--- src/rtl/clken_sched.sv ---
// Clock-enable scheduler for the VIC-20 core.
// Produces single-cycle CPU, VIA and VIA x4 enable pulses from the system
// clock. Each frame is DIV clocks long and equals one 1 MHz CPU period.
// The rate and the pause/step mode are latched only at frame boundaries, so
// no pulse is ever shortened or duplicated when the speed or mode changes.
module clken_sched #(
   parameter int unsigned DIV      = 25,
   parameter int unsigned ACTIVE   = 16,
   parameter int unsigned RATE_W   = 2,
   parameter int unsigned VIA4_MUL = 4,
   parameter int unsigned CYC_W    = 32
) (
   input  logic              clk,
   input  logic              reset,
   input  logic [RATE_W-1:0] rate,
   input  logic              pause_req,
   input  logic              step,
   output logic              cpu_clken,
   output logic              cpu_clken_d1,
   output logic              via_clken,
   output logic              via4_clken,
   output logic              pause_ack,
   output logic [CYC_W-1:0]  cyc_count
);

   localparam int unsigned CNT_W  = (DIV > 1) ? $clog2(DIV) : 1;
   localparam int unsigned MUL_SH = (VIA4_MUL > 1) ? $clog2(VIA4_MUL) : 0;
   localparam logic [CNT_W-1:0] CNT_LAST = CNT_W'(DIV - 1);

   // Per-frame operating mode, fixed for the whole frame.
   typedef enum logic [1:0] {
      ModeRun,
      ModePause,
      ModeStep
   } mode_e;

   logic [CNT_W-1:0]  cnt_q, cnt_d;
   logic [RATE_W-1:0] rate_q, rate_d;
   mode_e             mode_q, mode_d;
   logic              paused_q, paused_d;
   logic              step_pend_q, step_pend_d;
   logic              cpu_q, cpu_d;
   logic              via4_q, via4_d;
   logic              cpu_d1_q;
   logic [CYC_W-1:0]  cyc_q, cyc_d;

   logic              wrap;
   int unsigned       p_len;
   int unsigned       q_len;
   logic [CNT_W-1:0]  p_mask;
   logic [CNT_W-1:0]  q_mask;
   logic              in_active;
   logic              in_step_win;

   assign wrap        = (cnt_q == CNT_LAST);
   assign in_active   = (32'(cnt_q) < ACTIVE);
   assign in_step_win = (32'(cnt_q) < p_len);

   // CPU and VIA x4 periods for the latched rate; both are powers of two,
   // so "cnt mod period == 0" reduces to masking the low counter bits.
   always_comb begin
      p_len = ACTIVE >> rate_q;
      if (p_len == 0) begin
         p_len = 1;
      end
      q_len = p_len >> MUL_SH;
      if (q_len == 0) begin
         q_len = 1;
      end
      p_mask = CNT_W'(p_len - 1);
      q_mask = CNT_W'(q_len - 1);
   end

   // Enable conditions for the current slot; registered into the outputs.
   always_comb begin
      cpu_d  = 1'b0;
      via4_d = 1'b0;
      case (mode_q)
         ModeRun: begin
            cpu_d  = in_active && ((cnt_q & p_mask) == '0);
            via4_d = in_active && ((cnt_q & q_mask) == '0);
         end
         ModeStep: begin
            // One CPU cycle, plus the VIA x4 ticks belonging to that cycle.
            cpu_d  = (cnt_q == '0);
            via4_d = in_step_win && ((cnt_q & q_mask) == '0);
         end
         default: begin
            cpu_d  = 1'b0;
            via4_d = 1'b0;
         end
      endcase
   end

   // Slot counter, frame-boundary mode latch and step request tracking.
   always_comb begin
      cnt_d       = wrap ? '0 : cnt_q + CNT_W'(1);
      rate_d      = rate_q;
      mode_d      = mode_q;
      paused_d    = paused_q;
      step_pend_d = step_pend_q;

      if (wrap) begin
         rate_d = rate;
         if (!pause_req) begin
            mode_d      = ModeRun;
            paused_d    = 1'b0;
            step_pend_d = 1'b0;
         end else if (step_pend_q) begin
            mode_d      = ModeStep;
            paused_d    = 1'b1;
            step_pend_d = 1'b0;
         end else begin
            mode_d   = ModePause;
            paused_d = 1'b1;
         end
      end

      // A step arriving on the boundary edge itself is kept for the next
      // boundary; steps are meaningless once the next frame is RUN.
      if (step && paused_q && !(wrap && !pause_req)) begin
         step_pend_d = 1'b1;
      end
   end

   // Cycle counter advances once per delivered CPU enable pulse.
   always_comb begin
      cyc_d = cyc_q;
      if (cpu_q) begin
         cyc_d = cyc_q + CYC_W'(1);
      end
   end

   // State and output registers with synchronous reset.
   always_ff @(posedge clk) begin
      if (reset) begin
         cnt_q       <= '0;
         rate_q      <= '0;
         mode_q      <= ModeRun;
         paused_q    <= 1'b0;
         step_pend_q <= 1'b0;
         cpu_q       <= 1'b0;
         via4_q      <= 1'b0;
         cpu_d1_q    <= 1'b0;
         cyc_q       <= '0;
      end else begin
         cnt_q       <= cnt_d;
         rate_q      <= rate_d;
         mode_q      <= mode_d;
         paused_q    <= paused_d;
         step_pend_q <= step_pend_d;
         cpu_q       <= cpu_d;
         via4_q      <= via4_d;
         cpu_d1_q    <= cpu_q;
         cyc_q       <= cyc_d;
      end
   end

   assign cpu_clken    = cpu_q;
   assign via_clken    = cpu_q;
   assign via4_clken   = via4_q;
   assign cpu_clken_d1 = cpu_d1_q;
   assign pause_ack    = paused_q;
   assign cyc_count    = cyc_q;

endmodule

--- config.mk ---
export PLATFORM = sky130hd
export DESIGN_NAME = clken_sched
export DESIGN_NICKNAME = d
export VERILOG_FILES = /design/src/rtl/clken_sched.sv
export SDC_FILE = /design/constraint.sdc
export NUM_CORES = 1
export LEC_CHECK = 0
export BUFFER_PORTS_ARGS = -buffer_cell sky130_fd_sc_hd__buf_2
export CORE_ASPECT_RATIO = 0.9
export CORE_MARGIN = 3
export CORE_UTILIZATION = 45
export DETAILED_ROUTE_END_ITERATION = 16
export PLACE_DENSITY = 0.7
export SYNTH_ARGS = -nofsm -noshare
export SYNTH_HDL_FRONTEND = slang
export SYNTH_SLANG_ARGS = --single-unit
--- constraint.sdc ---
create_clock -name clk -period 2.36 [get_ports clk]
set_clock_uncertainty 0.1 [all_clocks]
set_input_delay 0.354 -clock clk [delete_from_list [all_inputs] [get_ports clk]]
set_output_delay 0.354 -clock clk [all_outputs]
set_load 0.005 [all_outputs]
==> results of run 1 <==
[worst max-delay path, cell delays in order, from the launching register on]
cell     delay [ps]
dfxtp_1         410
ha_1            210
nand3_1         110
or4_4           590
nor4_1          280
mux2_2          360
[per-stage QoR]
step / cells / area [µm²] / hold slack, ps
CTS: 363 / 2560 / 179
finish: 363 / 2560 / 191
global route: 363 / 2560 / 193
floorplan: 256 / 2200 / 344
detailed placement: 355 / 2470 / 359
global placement: 355 / 2470 / 358
[worst max path at each step]
stage / from / end / slack, ps / cells after the start
3_3_place_gp: cyc_count[1] / cyc_count[28] / 240 / 5
5_1_grt: cyc_count[1] / cyc_count[28] / 30 / 5
3_5_place_dp: cyc_count[1] / cyc_count[28] / 200 / 5
4_1_cts: cyc_count[1] / cyc_count[28] / 180 / 5
6_report: cyc_count[1] / cyc_count[28] / 200 / 5
2_1_floorplan: cyc_count[0] / cyc_count[22] / 230 / 6
[state kept, by name, summed over array words and instances (netlist names)]
signal,flops
cyc_count,32
cnt_q,5
mode_q,2
rate_q,2
cpu_clken,1
cpu_clken_d1,1
pause_ack,1
step_pend_q,1
via4_clken,1
[cells by family after synthesis]
group                    after synthesis  share of synthesized area, %
AO/OA/AOI/OAI                         43                          11.0
buffers and inverters                 23                          4.95
AND/OR/NAND/NOR                      113                          27.6
multiplexers                           7                          3.47
flip-flops                            46                          41.9
adder cells (fa/ha/maj)                9                          5.12
XOR/XNOR                              15                          5.97
[layout make-up]
type	count	area (µm²)	share of cell area [%]
multi-input combinational	187	1170	45.7
sequential	46	921	36.0
timing repair buffer	48	255	9.97
clock buffer	7	86.3	3.37
tap	62	77.6	3.03
inverter	12	45.0	1.76
clock inverter	1	5.00	0.196
[synth_stat cells]
cell type / count
a2111oi_0: 1
nand3_1: 11
or4_1: 6
or3_2: 1
nor3_1: 6
inv_1: 12
o21a_1: 1
nand4_1: 5
clkbuf_1: 4
o211ai_1: 1
buf_1: 1
nand3b_1: 1
nor2_1: 28
buf_6: 2
and4_1: 2
a21oi_1: 21
or4_4: 1
nor2b_1: 6
ha_1: 9
a21o_1: 1
buf_4: 1
a31oi_1: 1
mux2_2: 5
and3_1: 2
o2111ai_1: 1
or3_1: 9
xnor2_1: 9
nand2_1: 23
buf_2: 3
o31ai_1: 4
xor2_1: 6
nand4_4: 2
nor4_1: 6
nand2b_1: 4
o21ai_0: 12
mux2i_1: 2
dfxtp_1: 46
[power groups by stage]
stage | Clock [µW] | Combinational (µW) | Sequential (µW)
3_3_place_gp | 0 | 83.9 | 819
6_report | 492 | 84.2 | 801
2_1_floorplan | 0 | 56.0 | 820
3_5_place_dp | 0 | 84.3 | 819
5_1_grt | 548 | 94.3 | 804
4_1_cts | 519 | 85.2 | 801
[layer usage]
metal	GRT usage, %	vias to the layer above	part of all wire, %
met5	0	-	0
met3	4.59	7	6.3
li1	-	979	-
met4	7.44	0	1.9
met1	22.2	825	51
met2	22.5	43	41
==> metrics.yaml, run 1 <==
dp_hpwl_mm: 3.15
status: "completed"
drtPass1Iterations: 4
synthTopCellsByArea: "dfxtp_1 (42%), ha_1 (5.1%), a21oi_1 (4.8%)"
root_buffer: "clkbuf_8"
hold_path.class: "input port to flop"
htreeDepth: 2
report.final.slew_viol_count: 0
yosys.cell_types.count: 37
hold-path-endpoint: "rate_q[0]"
timing.rr.end: "cyc_count[28]"
relSlewSlack_pct: 67.0
ctsHoldBuffers: 0
power.switching_uw: 314
seq_power_share_pct: 58.2
cts-buffers-inserted: 5
synth_nets: 271
netlist_instances: 256
timing.rr.start: "cyc_count[1]"
start_kind: "flop"
tightest_slew_ps: 483
p_leak_uw: 0.00103
cts_tree: "yes"
grt_util_all_layers_pct: 15.9
rsz0062_at_grt: "no"
die_y_um: 72.3
grt_pass1_wl_mm: 7.21
yosysWarningCount: 0
avgSynthCellArea_um2: 8.59
initial_core_util_pct: 48.1
setup_slack_ps: 200
initialDrtViolationCount: 109
vdd_drop_max_mv: 0.309
postLayoutCoreUtil_pct: 55.9
synth-seq-cells: 46
grt_pass1_vias: 1593
min_period_ps: 2160
drc_errors: 0
layout-drive-gt1-share_pct: 21.3
p_int_uw: 1060
overflow: 0
gp_congestion: 0.796
cts_sinks: 46
grt_antenna_before_repair: 0
io_pins: 43
required_ps: 2450
power_frac_clock_pct: 35.7
postCtsSetupBuffers: 0
cap_viol_max_count: 0
place_ws_ps: 198
final_cell_mix: "dfxtp_1 (46), buf_2 (42), nor2_1 (28)"
r2r_slack_ps: 200
fin_nets: 315
netlist.area_leader.share_pct: 41.9
min-delay-start: "rate[0]"
path_max_fanout: 13
drt-total-wl_mm: 4.37
clkLatencyLatePin_ps: 300
crit_type: "flop to flop"
max_freq_mhz: 463
core-area_um2: 4580
finalSetupTns_ps: 0
post_drt_wl_per_cell_um: 12.0
setup_viol: 0
pwr-share-comb_pct: 6.1
vias: 1854
fillers: 418
grt_max_degree: 23
postCtsResizedCells: 0
arrival_ps: 2250
viasPerCell: 5.11
sw_frac_of_total_pct: 22.8
syn2layout_area_growth_pct: 16.4
cts_buffer_depth: 2
hold_viol_final: 0
final_common_cell: "dfxtp_1"
numPortBuffers: 42
cellPowerDensity_nw_per_um2: 538
die_w_um: 79.7
min_path_cells: 3
period_share_pct: 91.5
rows: 23
syn_area_um2: 2200
reg2regPathDepth: 5
ys_seq_area_share_pct: 41.9
yosysTopAreaCell: "dfxtp_1"
antenna_cells: 0
ant_nets: 0
path_clk_slew_ps: 80
finalPower_uw: 1380
dieArea_um2: 5760
critPathCaptureType: "flop"
Note: power is estimated with default switching activity, not from simulation.
==> run 2, diff against run 1 <==
==> constraint.sdc (replaced) <==
create_clock -name clk -period 2.6 [get_ports clk]
set_clock_uncertainty 0.1 [all_clocks]
set_input_delay 0.39 -clock clk [delete_from_list [all_inputs] [get_ports clk]]
set_output_delay 0.39 -clock clk [all_outputs]
set_load 0.005 [all_outputs]
==> run 2 against run 1 <==
Compared with the run above: critical path depth is the same; die area is the same; global-route usage grew 0.46 points; sequential cell count is the same; sequential power shrank 8.7%; worst hold slack gained 35 ps; count of clock-buffer cells in the layout is the same; first-iteration DRC count shrank 8.3%; via count grew 0.59%.
==> metrics.yaml, run 2 (synthesized netlist as in run 1, its figures left out) <==
status: "completed"
post_drt_wl_per_cell_um: 12.4
ctsHoldBuffers: 0
grt_max_degree: 34
drc_errors: 0
die_w_um: 79.7
wl_met2_mm: 1.91
path_clk_slew_ps: 80
path_max_fanout: 13
grt_util_all_layers_pct: 16.4
relSlewSlack_pct: 60.7
cts_tree: "yes"
drt-total-wl_mm: 4.45
cts_sinks: 46
cp.depth: 5
pwr-share-comb_pct: 5.2
start_kind: "flop"
numPortBuffers: 42
grt_pass1_vias: 1708
report.final.slew_viol_count: 0
cellPowerDensity_nw_per_um2: 491
setup_viol: 0
timing.rr.start: "cyc_count[0]"
cpLargestDelayFamily: "simple AND/OR/NAND/NOR gates"
core-area_um2: 4580
max_freq_mhz: 426
routed-wl-met3_um: 253
ant_nets: 0
initialDrtViolationCount: 100
rows: 23
final_common_cell: "dfxtp_1"
cts_buffer_depth: 2
reg2regPathDepth: 5
cts-buffers-inserted: 5
layout-drive-gt1-share_pct: 19.9
cap_viol_max_count: 0
m1WireLength_mm: 2.21
syn2layout_area_growth_pct: 14.7
root_buffer: "clkbuf_8"
cp.buffers_inverters: 0
hold_viol_final: 0
grt_antenna_before_repair: 0
top_layer: "met4"
hold_path.class: "input port to flop"
path_cells: "ha_1, nand3_1, or4_4, nor4_1, mux2_2"
grt_pass1_wl_mm: 7.60
crit_type: "flop to flop"
viasPerCell: 5.21
postCtsSetupBuffers: 0
htreeDepth: 2
drtPass1Iterations: 4
rsz0062_at_grt: "no"
p_leak_uw: 0.00100
final_cell_mix: "dfxtp_1 (46), buf_2 (42), nor2_1 (28)"
vias: 1865
fin_nets: 310
die_y_um: 72.3
slowest_stage: "or4_4"
largest_register_ffs: 32
critical_path.endpoint: "cyc_count[28]"
critPathCaptureType: "flop"
initial_core_util_pct: 48.1
p_int_uw: 959
min_period_ps: 2350
gp_congestion: 0.814
power_frac_clock_pct: 35.7
antenna_cells: 0
cp-startpoint: "cyc_count[0]"
io_pins: 43
dieArea_um2: 5760
arrival_ps: 2430
postCtsResizedCells: 0
seq_power_share_pct: 59.1
finalSetupTns_ps: 0
clkLatencyLatePin_ps: 290
hold_ws_ps: 225
slowest_delay_ps: 610
dp_hpwl_mm: 3.22
tightest_slew_ps: 589
timing.rr.end: "cyc_count[28]"
power.switching_uw: 278
overflow: 0
sw_frac_of_total_pct: 22.5
period_share_pct: 90.3
r2r_slack_ps: 250
required_ps: 2680
vdd_drop_max_mv: 0.265
-- run 2: cell types whose count changed in the layout (fill, tap and decap cells not counted) --
cell | before | now
buf_4 | 6 | 1
-- run 2: worst min-delay path by stage --
stage / startpoint / to / cells after the start
finish: rate[0] / rate_q[0] / 3
floorplan: step_pend_q / step_pend_q / 2
global placement: step_pend_q / step_pend_q / 2
detailed placement: pause_ack / pause_ack / 2
global route: rate[1] / rate_q[1] / 3
CTS: rate[0] / rate_q[0] / 3
-- run 2: metal layers --
layer  vias up  GRT usage, %
met5         -             0
met4         0          6.68
met3         8          4.96
met2        43          25.2
met1       837          21.4
li1        977             -
-- run 2: layout make-up --
class / count / area [µm²]
multi-input combinational: 187 / 1170
timing repair buffer: 43 / 218
tap: 62 / 77.6
clock inverter: 1 / 5.00
inverter: 12 / 45.0
fill: 444 / 2050
sequential: 46 / 921
clock buffer: 7 / 86.3
-- run 2: power groups by stage --
stage / registers [µW] / logic (µW) / clock network, µW
after global routing: 734 / 76.2 / 480
after global placement: 747 / 66.2 / 0
after CTS: 731 / 66.3 / 464
after detailed placement: 748 / 65.8 / 0
final: 731 / 64.7 / 441
after floorplan: 744 / 50.8 / 0
-- run 2: per-stage QoR --
| stage | worst slack, ps | cells | total power, µW | utilization (%) | area, µm² |
|---|---|---|---|---|---|
| floorplan | 472 | 256 | 795 | - | 2200 |
| finish | 253 | 358 | 1240 | 55.1 | 2520 |
| CTS | 259 | 358 | 1260 | 55.1 | 2520 |
| global placement | 373 | 350 | 813 | 53.1 | 2430 |
| global route | 120 | 358 | 1290 | 55.1 | 2520 |
| detailed placement | 282 | 350 | 814 | 53.1 | 2430 |
-- run 2: worst register-to-register path, cell delays in order, from the launching register on --
cell and delay (ps):
dfxtp_1 450, ha_1 230, nand3_1 160, or4_4 610
nor4_1 320, mux2_2 370
==> run 3, diff against run 2 <==
--- a/config.mk
+++ b/config.mk
@@ -11,6 +11,7 @@
 export CORE_UTILIZATION = 45
 export DETAILED_ROUTE_END_ITERATION = 16
 export PLACE_DENSITY = 0.7
+export REMOVE_ABC_BUFFERS = 1
 export SYNTH_ARGS = -nofsm -noshare
 export SYNTH_HDL_FRONTEND = slang
 export SYNTH_SLANG_ARGS = --single-unit
==> run 3 against run 2 <==
Compared with the run above: maximum frequency increased by 0.83%; sequential cell count unchanged; cell count unchanged; worst hold slack got worse by 5.8 ps; critical path type unchanged; die area unchanged; critical endpoint is now cyc_count[31]; first-iteration DRC count increased by 40%; power decreased by 1.9%; non-clock buffer count increased by 1.
==> metrics.yaml, run 3 (synthesized netlist as in run 1, its figures left out) <==
status: "completed"
cts_sinks: 46
cp.depth: 4
hold_path.class: "input port to flop"
postCtsResizedCells: 0
htreeDepth: 2
vdd_drop_max_mv: 0.315
syn2layout_area_growth_pct: 14.4
hold_viol_final: 0
grt_pass1_wl_mm: 7.58
cellPowerDensity_nw_per_um2: 482
finalSetupTns_ps: 0
antenna_cells: 0
cts_tree: "yes"
largest_register_ffs: 32
crit_type: "flop to flop"
ant_nets: 0
timing.rr.end: "cyc_count[31]"
critical_path.endpoint: "cyc_count[31]"
reg2regPathDepth: 4
root_buffer: "clkbuf_8"
rows: 23
cts-buffers-inserted: 5
path_clk_slew_ps: 80
postCtsSetupBuffers: 0
cpLargestDelayFamily: "simple AND/OR/NAND/NOR gates"
vias: 1888
cp-startpoint: "cyc_count[3]"
min_period_ps: 2330
r2r_slack_ps: 270
dp_hpwl_mm: 3.13
numPortBuffers: 42
max_freq_mhz: 430
cap_viol_max_count: 0
core-area_um2: 4580
report.final.slew_viol_count: 0
required_ps: 2690
setup_slack_ps: 273
final_common_cell: "dfxtp_1"
cp.buffers_inverters: 0
viasPerCell: 5.27
fin_nets: 311
p_leak_uw: 0.00100
layout-drive-gt1-share_pct: 20.3
timing.rr.start: "cyc_count[3]"
grt_antenna_before_repair: 0
die_y_um: 72.3
drtPass1Iterations: 4
drt-total-wl_mm: 4.41
initialDrtViolationCount: 140
cts_buffer_depth: 2
grt_pass1_vias: 1655
hold_ws_ps: 219
gp_congestion: 0.765
slowest_stage: "or4_1"
grt_max_degree: 39
arrival_ps: 2420
setup_viol: 0
dieArea_um2: 5760
critPathCaptureType: "flop"
min_path_cells: 3
initial_core_util_pct: 48.1
period_share_pct: 89.5
grt_util_all_layers_pct: 16.6
relSlewSlack_pct: 53.8
path_max_fanout: 17
overflow: 0
io_pins: 43
die_w_um: 79.7
tightest_slew_ps: 694
clkLatencyLatePin_ps: 300
post_drt_wl_per_cell_um: 12.3
final_cell_mix: "dfxtp_1 (46), buf_2 (42), nor2_1 (28)"
drc_errors: 0
path_cells: "nand4_4, or4_1, nor4_1, mux2_2"
rsz0062_at_grt: "no"
ctsHoldBuffers: 0
start_kind: "flop"
place_ws_ps: 296
slowest_delay_ps: 800
==> run 3: changes by cell type in the layout (fill, tap and decap cells not counted) <==
cell      previous run  this run
clkbuf_8             6         5
buf_4                1         2
clkbuf_1             1         0
clkinv_2             1         2
==> run 3: worst min path at each step <==
stage	start	end	slack [ps]
finish	rate[1]	rate_q[1]	220
global route	rate[0]	rate_q[0]	240
floorplan	step_pend_q	step_pend_q	340
global placement	step_pend_q	step_pend_q	360
CTS	rate[1]	rate_q[1]	210
detailed placement	step_pend_q	step_pend_q	360
==> run 3: metrics by stage <==
stage | util (%) | std cells | instance area, µm² | power [µW]
after detailed placement | 53.3 | 351 | 2440 | 816
final | 55.0 | 358 | 2520 | 1210
after global routing | 55.0 | 358 | 2520 | 1260
after global placement | 53.3 | 351 | 2440 | 815
after floorplan | - | 245 | 2140 | 780
after CTS | 55.0 | 358 | 2520 | 1230
==> run 3: area by class of cell <==
class | count | area (µm²)
fillers | 448 | 2060
clock buffers | 5 | 68.8
clock inverters | 2 | 10.0
multi-input cells | 187 | 1170
flip-flops and latches | 46 | 921
repair buffers | 44 | 225
inverters | 12 | 45.0
well taps | 62 | 77.6
==> run 3: power by group <==
group	switching, µW	leakage [µW]	internal [µW]
clock network	235	0.0000438	181
registers	13.8	0.000372	715
logic	37.1	0.000586	31.6
==> run 3: worst register-to-register path, cell delays in order (launching register included) <==
cell	delay [ps]
dfxtp_1	460
nand4_4	180
or4_1	800
nor4_1	310
mux2_2	380
==> run 3: layer usage <==
layer / part of all wire, % / vias up / GRT usage [%]
met4: 1.8 / 0 / 6.68
met1: 51 / 857 / 22.6
li1: - / 980 / -
met2: 42 / 42 / 24.1
met3: 5.4 / 9 / 5.33
met5: 0 / - / 0
